===== config.mk =====
export PLATFORM = sky130hd
export DESIGN_NAME = cache_mem_arbiter
export DESIGN_NICKNAME = d
export VERILOG_FILES = /design/src/rtl/cpu_types_pkg.sv /design/src/rtl/sat_counter.sv /design/src/rtl/cache_mem_arbiter.sv
export SDC_FILE = /design/constraint.sdc
export NUM_CORES = 1
export LEC_CHECK = 0
export BUFFER_PORTS_ARGS = -buffer_cell sky130_fd_sc_hd__buf_2
export CAP_MARGIN = 20
export CORE_AREA = 2 2 131 133
export DETAILED_ROUTE_END_ITERATION = 10
export DIE_AREA = 0 0 133 135
export PLACE_DENSITY = 0.65
export SETUP_SLACK_MARGIN = 0.02
export SYNTH_ARGS = -nofsm -noshare
export SYNTH_HDL_FRONTEND = slang
export SYNTH_HIERARCHICAL = 1
export SYNTH_SLANG_ARGS = --single-unit

===== constraint.sdc =====
create_clock -name CLK -period 5.06 [get_ports CLK]
set_clock_uncertainty 0.2 [all_clocks]
set_input_delay 1.012 -clock CLK [delete_from_list [all_inputs] [get_ports CLK]]
set_output_delay 1.012 -clock CLK [all_outputs]
set_load 0.05 [all_outputs]

===== src/rtl/cpu_types_pkg.sv =====
// Shared CPU bus types: RAM handshake states, data word, and arbiter state/grant encodings.
// Arbiter types live here so that benches can probe the arbiter's internal state.
package cpu_types_pkg;

    localparam int WORD_W = 32;

    typedef logic [WORD_W-1:0] word_t;

    typedef enum logic [1:0] {
        FREE   = 2'd0,
        BUSY   = 2'd1,
        ACCESS = 2'd2,
        ERROR  = 2'd3
    } ramstate_t;

    typedef enum logic [1:0] {
        IDLE  = 2'd0,
        DSERV = 2'd1,
        ISERV = 2'd2
    } arb_state_t;

    typedef enum logic {
        GRANT_I = 1'b0,
        GRANT_D = 1'b1
    } grant_t;

endpackage


===== src/rtl/sat_counter.sv =====
// Saturating up-counter: increments on inc and holds at all-ones instead of wrapping.
// Count is visible one cycle after inc; there is no backpressure.
module sat_counter #(
    parameter int W = 32
) (
    input  logic         CLK,
    input  logic         RST,
    input  logic         inc,
    output logic [W-1:0] cnt
);

    always_ff @(posedge CLK or posedge RST) begin
        if (RST) begin
            cnt <= '0;
        end else if (inc && (cnt != {W{1'b1}})) begin
            cnt <= cnt + W'(1);
        end
    end

endmodule


===== src/rtl/cache_mem_arbiter.sv =====
// Icache/dcache to single-port RAM arbiter: one IDLE arbitration cycle, then live pass-through until ACCESS.
// A client is stalled on its wait line until the RAM reports ACCESS; ties alternate between the clients.
module cache_mem_arbiter
    import cpu_types_pkg::*;
#(
    parameter int CNT_W = 32
) (
    input  logic             CLK,
    input  logic             RST,
    input  logic             iREN,
    input  word_t            iaddr,
    output logic             iwait,
    output word_t            iload,
    input  logic             dREN,
    input  logic             dWEN,
    input  word_t            daddr,
    input  word_t            dstore,
    output logic             dwait,
    output word_t            dload,
    output logic             ramREN,
    output logic             ramWEN,
    output word_t            ramaddr,
    output word_t            ramstore,
    input  word_t            ramload,
    input  ramstate_t        ramstate,
    output logic             ram_err,
    output logic [CNT_W-1:0] dacc_cnt,
    output logic [CNT_W-1:0] iacc_cnt
);

    arb_state_t state, nxt_state;
    grant_t     last_grant, nxt_grant;
    logic       dreq;
    logic       d_done, i_done;
    logic       err_set;

    assign dreq = dREN | dWEN;

    always_ff @(posedge CLK or posedge RST) begin
        if (RST) begin
            state      <= IDLE;
            last_grant <= GRANT_I;
            ram_err    <= 1'b0;
        end else begin
            state      <= nxt_state;
            last_grant <= nxt_grant;
            if (err_set) begin
                ram_err <= 1'b1;
            end
        end
    end

    always_comb begin
        nxt_state = state;
        nxt_grant = last_grant;
        ramREN    = 1'b0;
        ramWEN    = 1'b0;
        ramaddr   = '0;
        ramstore  = '0;
        iwait     = 1'b1;
        iload     = '0;
        dwait     = 1'b1;
        dload     = '0;
        d_done    = 1'b0;
        i_done    = 1'b0;
        err_set   = 1'b0;

        unique case (state)
            IDLE: begin
                // On a tie the client that did not win last time goes first.
                if (dreq && (!iREN || last_grant == GRANT_I)) begin
                    nxt_state = DSERV;
                    nxt_grant = GRANT_D;
                end else if (iREN) begin
                    nxt_state = ISERV;
                    nxt_grant = GRANT_I;
                end
            end
            DSERV: begin
                if (!dreq) begin
                    nxt_state = IDLE;
                end else begin
                    ramREN   = dREN;
                    ramWEN   = dWEN;
                    ramaddr  = daddr;
                    ramstore = dstore;
                    if (ramstate == ACCESS) begin
                        dwait     = 1'b0;
                        dload     = ramload;
                        d_done    = 1'b1;
                        nxt_state = IDLE;
                    end else if (ramstate == ERROR) begin
                        err_set = 1'b1;
                    end
                end
            end
            ISERV: begin
                if (!iREN) begin
                    nxt_state = IDLE;
                end else begin
                    ramREN  = 1'b1;
                    ramaddr = iaddr;
                    if (ramstate == ACCESS) begin
                        iwait     = 1'b0;
                        iload     = ramload;
                        i_done    = 1'b1;
                        nxt_state = IDLE;
                    end else if (ramstate == ERROR) begin
                        err_set = 1'b1;
                    end
                end
            end
            default: begin
                nxt_state = IDLE;
            end
        endcase
    end

    sat_counter #(.W(CNT_W)) u_dcnt (
        .CLK (CLK),
        .RST (RST),
        .inc (d_done),
        .cnt (dacc_cnt)
    );

    sat_counter #(.W(CNT_W)) u_icnt (
        .CLK (CLK),
        .RST (RST),
        .inc (i_done),
        .cnt (iacc_cnt)
    );

endmodule


==> results.md <==
* Final setup viols at 0
* Peak VDD IR at around 0.24 mV
* Max Slew Vio Count at 0
* CP peak stage delay at 0.59 ns
* DRT Pass-1 Iters at 4
* Wire length per cell at approximately 14 um
* CTS Buf Count at 9
* Startpoint class of the critical path: input pin
* Top FF cell, synth: dfrtp_1
* Slew HR at between 40% and 50%
* CP max FO at 20
* Post-route DRC at 0
* CP Class: in -> out
* Synth Area in XOR/XNOR at 10.6%
* Metal2 WL at between 6 and 7 mm
* Hold/Removal Path Class: reg -> reg
* Vias in the first global route at 4,466
* Combinational family with the most area after synthesis: simple AND/OR/NAND/NOR gates
* Synth cell types at 45
* Final period util at roughly three quarters
* Status: complete, no violations
* Synth Area in Compound Gates at 11.0%
* Worst-margin pin slew at 0.879 ns
* GRT overflow at 0
* Most common cell after layout, fill and taps aside: buf_2
* Initial Util at between 20% and 30%
* Final HPWL DP at between 10 and 15 mm
* Via count at between 4,000 and 5,000
* Iteration-0 DRC Markers at 258
* Post-CTS setup buffers at 0
* Syn nets at approximately 640
* Core Rows at 47
* Share of cells above drive strength 1 at between 40% and 50%
* Met3 Wirelength at about 1.2 mm
* Worst-case clock buffer depth at 2
* Commonest non-fill, non-tap cells in the layout: 331 x buf_2, 98 x and2_1, 68 x dfrtp_1, 52 x xnor2_1, 45 x nand3_1
* First-pass GRT wire length at ~23 mm
* Max Cap Viol at 0
* Synth Area in Adders at under 10%
* Cells after Synth at 496
* CTS root buffer: clkbuf_16
* Worst-path clk slew at about 0.060 ns
* Crit path time final at approximately 3.8 ns
* Clk_lat worst skew at 0.34 ns
* Synthesized cell area at 0.00464 sq mm
* Gpl congestion at ~0.85
* Multiplexer share of the synthesized area at less than 1%
* Power Total at about 2.5 mW
* Antenna violations before repair at 0
* Length of routed wiring on met1 at 6.56 mm
* Pleak at about 3.7 nW
* Buf/Inv on CP at 3
* DR vias/cell at approximately 4.7
* Total negative slack at 0 ns
* Fmax at ~0.26 GHz
* Total Routing Usage GR at 16.0%
* Ordered cell list for the critical path: buf_2 -> and2_1 -> buf_4 -> a22oi_1 -> nor2b_1 -> buf_2
* Die area at approximately 0.018 sq mm
* Post-cts resize count at 0
* IO buf count at roughly 330
* Synthesized area per cell at roughly 9.4 sq um
* CTS tree: done
* Worst path most repeated cell: buf_2
* Seq/Total Area, Yosys at a little over a third
* CP top delay family: buffers and inverters
* Largest net degree at the start of global routing at 37
* Synthesis-to-layout area growth at 46.5%
* Finished Layout Cells at 1,043
* Arrival time worst endpoint at around 2.6 ns
* # H-tree levels at 3
* CORE AREA at approximately 0.016 sq mm
* Simple-Gate Fraction of Synth Area at a little over a third
* DP Cell Count at approximately 1,000
* Antenna diode instance count at 0
* Antenna viol nets, final at 0
* Flops & latches, synth at 68
* Cts hold-fix bufs at 0
* Slowest CP cell: and2_1
* Number of synthesized flops with an enable pin at 0
* Synth Warn # at 6
* Final Hold Viols at 0
* RSZ-0062 raised after global routing: no
* CTS sink cnt at 68
* Post-Route WL at between 10 and 15 mm
* PD cells at about 370 mW/mm^2
* Asr flop ratio synth at 100%
* Critical Path RT at about 3.9 ns
* Nets at around 960
* Final Hold Slack at between 0.2 and 0.3 ns
* Top Layer Used: met4
* Crit path capture type: output pin
* Chip height at 135 um
* Die width at about 130 um
* IO Pins at roughly 330
flip-flops by register name, summed over array words and instances (netlist names):
register	flops
last_grant	1
ram_err	1
state	2
u_dcnt/cnt	32
u_icnt/cnt	32
area by class of cell:
type                       instances  area (sq um)
multi-input combinational        390          2740
fill                            1622          9610
sequential                        68          1700
inverter                          12          45.0
tap                              220           275
clock inverter                     5          83.8
clock buffer                      11           253
timing repair buffer             337          1700
through the flow:
| step | instance area, sq um | util, % | setup slack, ns |
|---|---|---|---|
| floorplan | 4640 | - | 1.64 |
| global placement | 6460 | 39.4 | 1.29 |
| detailed placement | 6460 | 39.4 | 1.25 |
| CTS | 6800 | 41.4 | 1.24 |
| global route | 6800 | 41.4 | 1.09 |
| finish | 6800 | 41.4 | 1.23 |
cell usage after synthesis (all sizes together) (2+ instances only):
cell type  number  area share (%)
o2111ai         3            0.57
and2           98              13
a2111oi         2             1.2
a31oi           5            0.67
mux2i           2            0.43
and3           20             2.7
xor2            4            0.75
ha              6             1.6
nor2b          32             4.3
a311oi          2             1.1
xnor2          52             9.8
buf            12             2.1
mux2            2            0.49
nor2           10            0.92
nand3          45             4.9
nor4            4             1.2
nand4          22             3.2
a21oi           6            0.65
or4             2            0.49
clkbuf         14             1.3
dfrtp          68              37
a41oi           4            0.75
nor3            2            0.22
a22oi          32             5.2
nand2          20             1.7
and4            4            0.81
or3             2            0.27
inv            12            0.97
final timing paths:
kind / start / end / slack [ns] / cells past startpoint
worst min-delay path: ram_err$_DFFE_PP0P_ / ram_err$_DFFE_PP0P_ / 0.29 / 1
min in group asynchronous: RST / ram_err$_DFFE_PP0P_ / 0.40 / 2
worst max-delay path: iREN / ramaddr[22] / 1.23 / 6
max in group asynchronous: RST / u_dcnt/cnt[26]$_DFFE_PP0P_ / 3.77 / 3
worst min register to register: ram_err$_DFFE_PP0P_ / ram_err$_DFFE_PP0P_ / 0.29 / 1
worst max register to register: state[0]$_DFFE_PP0P_ / u_icnt/cnt[31]$_DFFE_PP0P_ / 2.02 / 9
worst register-to-register path: stages (launching register included):
cell and delay (ns):
dfrtp_1 0.42, inv_1 0.10, ha_1 0.18, nand2_1 0.10
nor2_2 0.37, nand3_1 0.17, or4_4 0.45, a311oi_4 0.56
nand4_1 0.19, xnor2_1 0.18
logic make-up after synthesis:
| group | count (synthesis) |
|---|---|
| compound gates | 59 |
| xor+xnor | 56 |
| fa+ha+maj | 6 |
| buf+inv | 38 |
| flops | 68 |
| mux | 4 |
| simple gates | 265 |
per-layer routing:
metal  vias up  track usage [%]
met5         -                0
met4         0             2.87
met3        12             5.59
met2       200             26.3
met1      2285             20.5
li1       2387                -
where the power goes:
| group | leakage (nW) | total [mW] | internal, mW | switching (mW) |
|---|---|---|---|---|
| Clock | 0.158 | 0.700 | 0.459 | 0.241 |
| Combinational | 2.56 | 1.17 | 0.332 | 0.839 |
| Sequential | 0.933 | 0.625 | 0.579 | 0.0461 |
| Total | 3.65 | 2.50 | 1.37 | 1.13 |
Note: power is estimated with default switching activity, not from simulation.
